===== config.mk =====
export PLATFORM = sky130hd
export DESIGN_NAME = shift_univ_seq
export DESIGN_NICKNAME = d
export VERILOG_FILES = /design/src/rtl/shift_univ_seq.sv
export SDC_FILE = /design/constraint.sdc
export NUM_CORES = 1
export LEC_CHECK = 0
export ABC_AREA = 1
export BUFFER_PORTS_ARGS = -buffer_cell sky130_fd_sc_hd__buf_4
export CELL_PAD_IN_SITES_DETAIL_PLACEMENT = 0
export CELL_PAD_IN_SITES_GLOBAL_PLACEMENT = 1
export CORE_MARGIN = 3
export CORE_UTILIZATION = 39
export CTS_BUF_LIST = sky130_fd_sc_hd__clkbuf_2
export CTS_CLUSTER_SIZE = 30
export DETAILED_ROUTE_END_ITERATION = 10
export HOLD_SLACK_MARGIN = 0.1
export PLACE_DENSITY_LB_ADDON = 0.12
export REMOVE_ABC_BUFFERS = 1
export SLEW_MARGIN = 20
export SYNTH_ARGS = -nofsm -noshare
export SYNTH_HDL_FRONTEND = slang
export SYNTH_SLANG_ARGS = --single-unit
export TNS_END_PERCENT = 100

===== constraint.sdc =====
create_clock -name clk -period 1.7 [get_ports clk]
set_input_delay 0.085 -clock clk [delete_from_list [all_inputs] [get_ports clk]]
set_output_delay 0.085 -clock clk [all_outputs]
set_load 0.01 [all_outputs]

===== src/rtl/shift_univ_seq.sv =====
// +--------------------------------------------------------------------------+
// | shift_univ_seq : universal shift register with an auto-shift sequencer   |
// | Rev 1.0 - initial release                                                |
// +--------------------------------------------------------------------------+
`default_nettype none

module shift_univ_seq #(
  parameter int WIDTH = 8,
  parameter int CNT_W = 4
) (
  input  logic             clk,
  input  logic             clr,
  input  logic [WIDTH-1:0] din,
  input  logic [2:0]       s,
  input  logic             srsi,
  input  logic             slsi,
  input  logic             en,
  input  logic             start,
  input  logic [CNT_W-1:0] cnt,
  output logic [WIDTH-1:0] dout,
  output logic             sro,
  output logic             slo,
  output logic             busy,
  output logic             done
);

  localparam logic [CNT_W-1:0] c_ONE  = CNT_W'(1);
  localparam logic [CNT_W-1:0] c_ZERO = '0;

  typedef enum logic [1:0] {
    ST_IDLE = 2'd0,
    ST_RUN  = 2'd1,
    ST_DONE = 2'd2
  } state_t;

  state_t           r_state;
  logic [2:0]       r_op;
  logic [CNT_W-1:0] r_rem;
  logic [WIDTH-1:0] r_dout;
  logic             r_busy;
  logic             r_done;
  logic             w_run_op;

  function automatic logic [WIDTH-1:0] f_apply(
    input logic [2:0]       op,
    input logic [WIDTH-1:0] d,
    input logic [WIDTH-1:0] ld,
    input logic             si_r,
    input logic             si_l
  );
    logic [WIDTH-1:0] r;
    r = d;
    case (op)
      3'b001:  r = {si_r, d[WIDTH-1:1]};
      3'b010:  r = {d[WIDTH-2:0], si_l};
      3'b011:  r = ld;
      3'b100:  r = {d[0], d[WIDTH-1:1]};
      3'b101:  r = {d[WIDTH-2:0], d[WIDTH-1]};
      3'b110:  r = {d[WIDTH-1], d[WIDTH-1:1]};
      3'b111:  r = '0;
      default: r = d;
    endcase
    return r;
  endfunction

  // Only genuine shift/rotate ops are worth sequencing; hold, load and clear
  // would just repeat the same result.
  assign w_run_op = (s == 3'b001) || (s == 3'b010) || (s == 3'b100) ||
                    (s == 3'b101) || (s == 3'b110);

  always_ff @(posedge clk or posedge clr) begin
    if (clr) begin
      r_state <= ST_IDLE;
      r_op    <= 3'b000;
      r_rem   <= c_ZERO;
      r_dout  <= '0;
      r_busy  <= 1'b0;
      r_done  <= 1'b0;
    end else begin
      case (r_state)
        ST_IDLE: begin
          if (start) begin
            r_op  <= s;
            r_rem <= cnt;
            if (w_run_op && (cnt != c_ZERO)) begin
              r_state <= ST_RUN;
              r_busy  <= 1'b1;
            end else begin
              r_state <= ST_DONE;
              r_done  <= 1'b1;
            end
          end else if (en) begin
            r_dout <= f_apply(s, r_dout, din, srsi, slsi);
          end
        end
        ST_RUN: begin
          r_dout <= f_apply(r_op, r_dout, din, srsi, slsi);
          r_rem  <= r_rem - c_ONE;
          if (r_rem == c_ONE) begin
            r_state <= ST_DONE;
            r_busy  <= 1'b0;
            r_done  <= 1'b1;
          end
        end
        ST_DONE: begin
          r_state <= ST_IDLE;
          r_done  <= 1'b0;
        end
        default: begin
          r_state <= ST_IDLE;
          r_busy  <= 1'b0;
          r_done  <= 1'b0;
        end
      endcase
    end
  end

  assign dout = r_dout;
  assign sro  = r_dout[0];
  assign slo  = r_dout[WIDTH-1];
  assign busy = r_busy;
  assign done = r_done;

endmodule

`default_nettype wire

==> results by group <==
Status
  • Status: finished clean

Global route
  • Number of global-route vias before repair: 1546
  • First-pass GRT wire length: 7.40 mm
  • Overall global routing resource usage: between 20% and 30%
  • Initial antenna violation count: 0
  • Grt ovf: 0
  • Largest net degree at the start of global routing: 20

STA
  • Final Skew: 0.00899 ns
  • Rel. slew slack: 73.8%
  • Fmax: 640 MHz
  • Final hold viol count: 0
  • Fin. max-slew vios: 0
  • Worst setup margin: 0.137 ns
  • Final cycle utilization of the critical path: between 90% and 100%
  • Period minus WS final: 1.56 ns
  • Setup_tns: 0 ns
  • Final setup vio count: 0
  • RSZ-0062 raised after global routing: no
  • Worst-margin pin slew: 0.394 ns

Clocking
  • Clk_lat worst skew: 0.34 ns
  • Clock Sink Count: 19
  • H-tree depth: 1
  • Clock transition at the registers of the reported paths: 0.21 ns
  • CTS buffer count: 3
  • Deepest clock path buffer count: 2
  • Root Buffer: clkbuf_2
  • CTS tree: done
  • Post-CTS Resized: 0

Pwr
  • Net Sw Power: 1550 µW
  • Clock power frac: 7.5%
  • Reg power frac: between 30% and 40%
  • Pwr Density: between 1500 and 2000 nW/µm²
  • Part of the power in combinational logic: approximately three fifths
  • Leakage power: 0.000908 µW
  • Switching Share: 52.0%
  • Int Power: 1430 µW
  • Worst vdd ir: 0.583 mV

Logic synthesis
  • Area leader, netlist: dfrtp_1
  • Top FF cell, synth: dfrtp_1
  • Syn Area/Cell: 6.63 µm²
  • Sequential share of the synthesized area: 31.6%
  • Post-Synthesis Cells: 227
  • Yosys reg bits: 19
  • Synth top area share: 31.6%
  • Post-Syn Area: 1500 µm²
  • Yosys warns: 0
  • Ranking of synthesized cells by area: dfrtp_1 (32%), nand2_1 (15%), nand4_1 (12%)
  • Post-synth cell types: 23
  • EDFF count, synth: 0
  • Share of flip-flops with an asynchronous set or reset: 100%

Floorplan
  • DIE HEIGHT: between 60 and 70 µm
  • Die width: ~70 µm
  • Initial core utilization: 42.7%
  • Row count: 21
  • I/O pin cnt: 33
  • Die area: between 4000 and 5000 µm²
  • Core area: approximately 3500 µm²

Setup path
  • Crit path DAT: 1.83 ns
  • CP Launch Type: register
  • CP required: 1.97 ns
  • Max FO, Critical Path: 6
  • Crit path capture type: register
  • CP Class: reg2reg

Placement
  • Placed insts: 299
  • DP Wirelength: approximately 3.3 mm
  • Buffers on Ports: 32
  • GP Congestion: 0.848
  • Pre-CTS setup slack: roughly 0.25 ns

Detailed routing
  • Drt first pass iters: 5
  • Wire per inst: ~15 µm
  • Detailed-route via count: 1656
  • Detailed-route wire length: 4.49 mm
  • DRC errors left: 0
  • Via-to-Cell Ratio: 5.38
  • Routed Antenna Nets: 0
  • Iter 0 DRT Violations: 167

Cells and area
  • Commonest non-fill, non-tap cell in the layout: nand2_1
  • Nets: 286
  • N_diodes: 0
  • Synth-to-Final Area Change: 22.0%
  • Layout Cells excl Fill: just over 300
  • Most frequent cells in the layout: nand2_1 (62), nand3_1 (36), buf_4 (36)
  • Share of cells above drive strength 1: 19.8%

Job
  • Max-cap violations: 0

Min path
  • Hold Crit Class: in2reg
final cells by class:
| cell class | instances | area (µm²) |
|---|---|---|
| Tap cell | 46 | 57.6 |
| Multi-Input combinational cell | 175 | 873 |
| Clock buffer | 3 | 15.0 |
| Inverter | 23 | 86.3 |
| Timing Repair Buffer | 41 | 320 |
| Fill cell | 385 | 1690 |
| Sequential cell | 19 | 475 |
| Clock inverter | 1 | 7.51 |
metrics by stage:
step | hold WS, ns | utilization [%] | power (µW) | area (µm²)
after floorplan | 0.0361 | - | 2080 | 1440
after global placement | 0.136 | 50.1 | 2740 | 1760
after detailed placement | 0.134 | 50.1 | 2750 | 1760
after CTS | 0.111 | 52.1 | 2990 | 1840
after global routing | 0.109 | 52.1 | 3300 | 1840
final | 0.122 | 52.1 | 2980 | 1840
logic make-up after synthesis:
group	after synthesis	share of synthesized area, %
flops	19	31.6
compound gates	15	5.41
xor+xnor	2	1.16
fa+ha+maj	2	1.66
simple gates	156	49.8
buf+inv	33	10.3
worst paths after layout:
| kind | from | end | slack (ns) | depth (start not counted) |
|---|---|---|---|---|
| max in group asynchronous | clr | busy | 1.19 | 4 |
| min reg2reg | done | done | 0.52 | 2 |
| min | cnt[3] | r_rem[3] | 0.12 | 5 |
| max reg2reg | r_state[0] | r_rem[1] | 0.14 | 4 |
| max | r_state[0] | r_rem[1] | 0.14 | 4 |
| min in group asynchronous | clr | dout[5] | 0.29 | 4 |
registers in the layout, summed over array words and instances (netlist names):
signal / cells
dout: 8
r_rem: 4
r_op: 3
r_state: 2
busy: 1
done: 1
synth_stat cells (3+ instances only):
cell type,n
a21oi_1,4
buf_2,4
buf_4,3
dfrtp_1,19
inv_1,17
inv_2,6
nand2_1,62
nand3_1,36
nand4_1,30
nor2_1,21
o21ai_0,9
routing by layer:
layer	wire [µm]	track usage, %	vias to the layer above
li1	-	-	842
met1	2110	30.6	750
met2	2040	32.0	60
met3	320	3.28	4
met4	21	5.96	0
met5	0	0	-
power groups by stage:
stage / registers, µW / clock network [µW] / logic [µW]
2_1_floorplan: 979 / 0 / 1100
3_3_place_gp: 972 / 0 / 1770
3_5_place_dp: 980 / 0 / 1770
4_1_cts: 968 / 231 / 1790
5_1_grt: 1010 / 258 / 2030
6_report: 974 / 224 / 1780
timing repair:
item | 4_1_cts | 5_1_grt
buffers inserted | 0 | 0
hold buffers | 5 | 0
endpoints found under the hold margin | 22 | 0
endpoints found under the setup margin | 0 | 0
critical path, cell delays in order (launching register included):
cell and delay [ns]:
dfrtp_1 0.50, nor2_2 0.25, nand3_1 0.10, dlygate4sd3_1 0.58, o221ai_1 0.07
(Power assumes the default switching activity.)
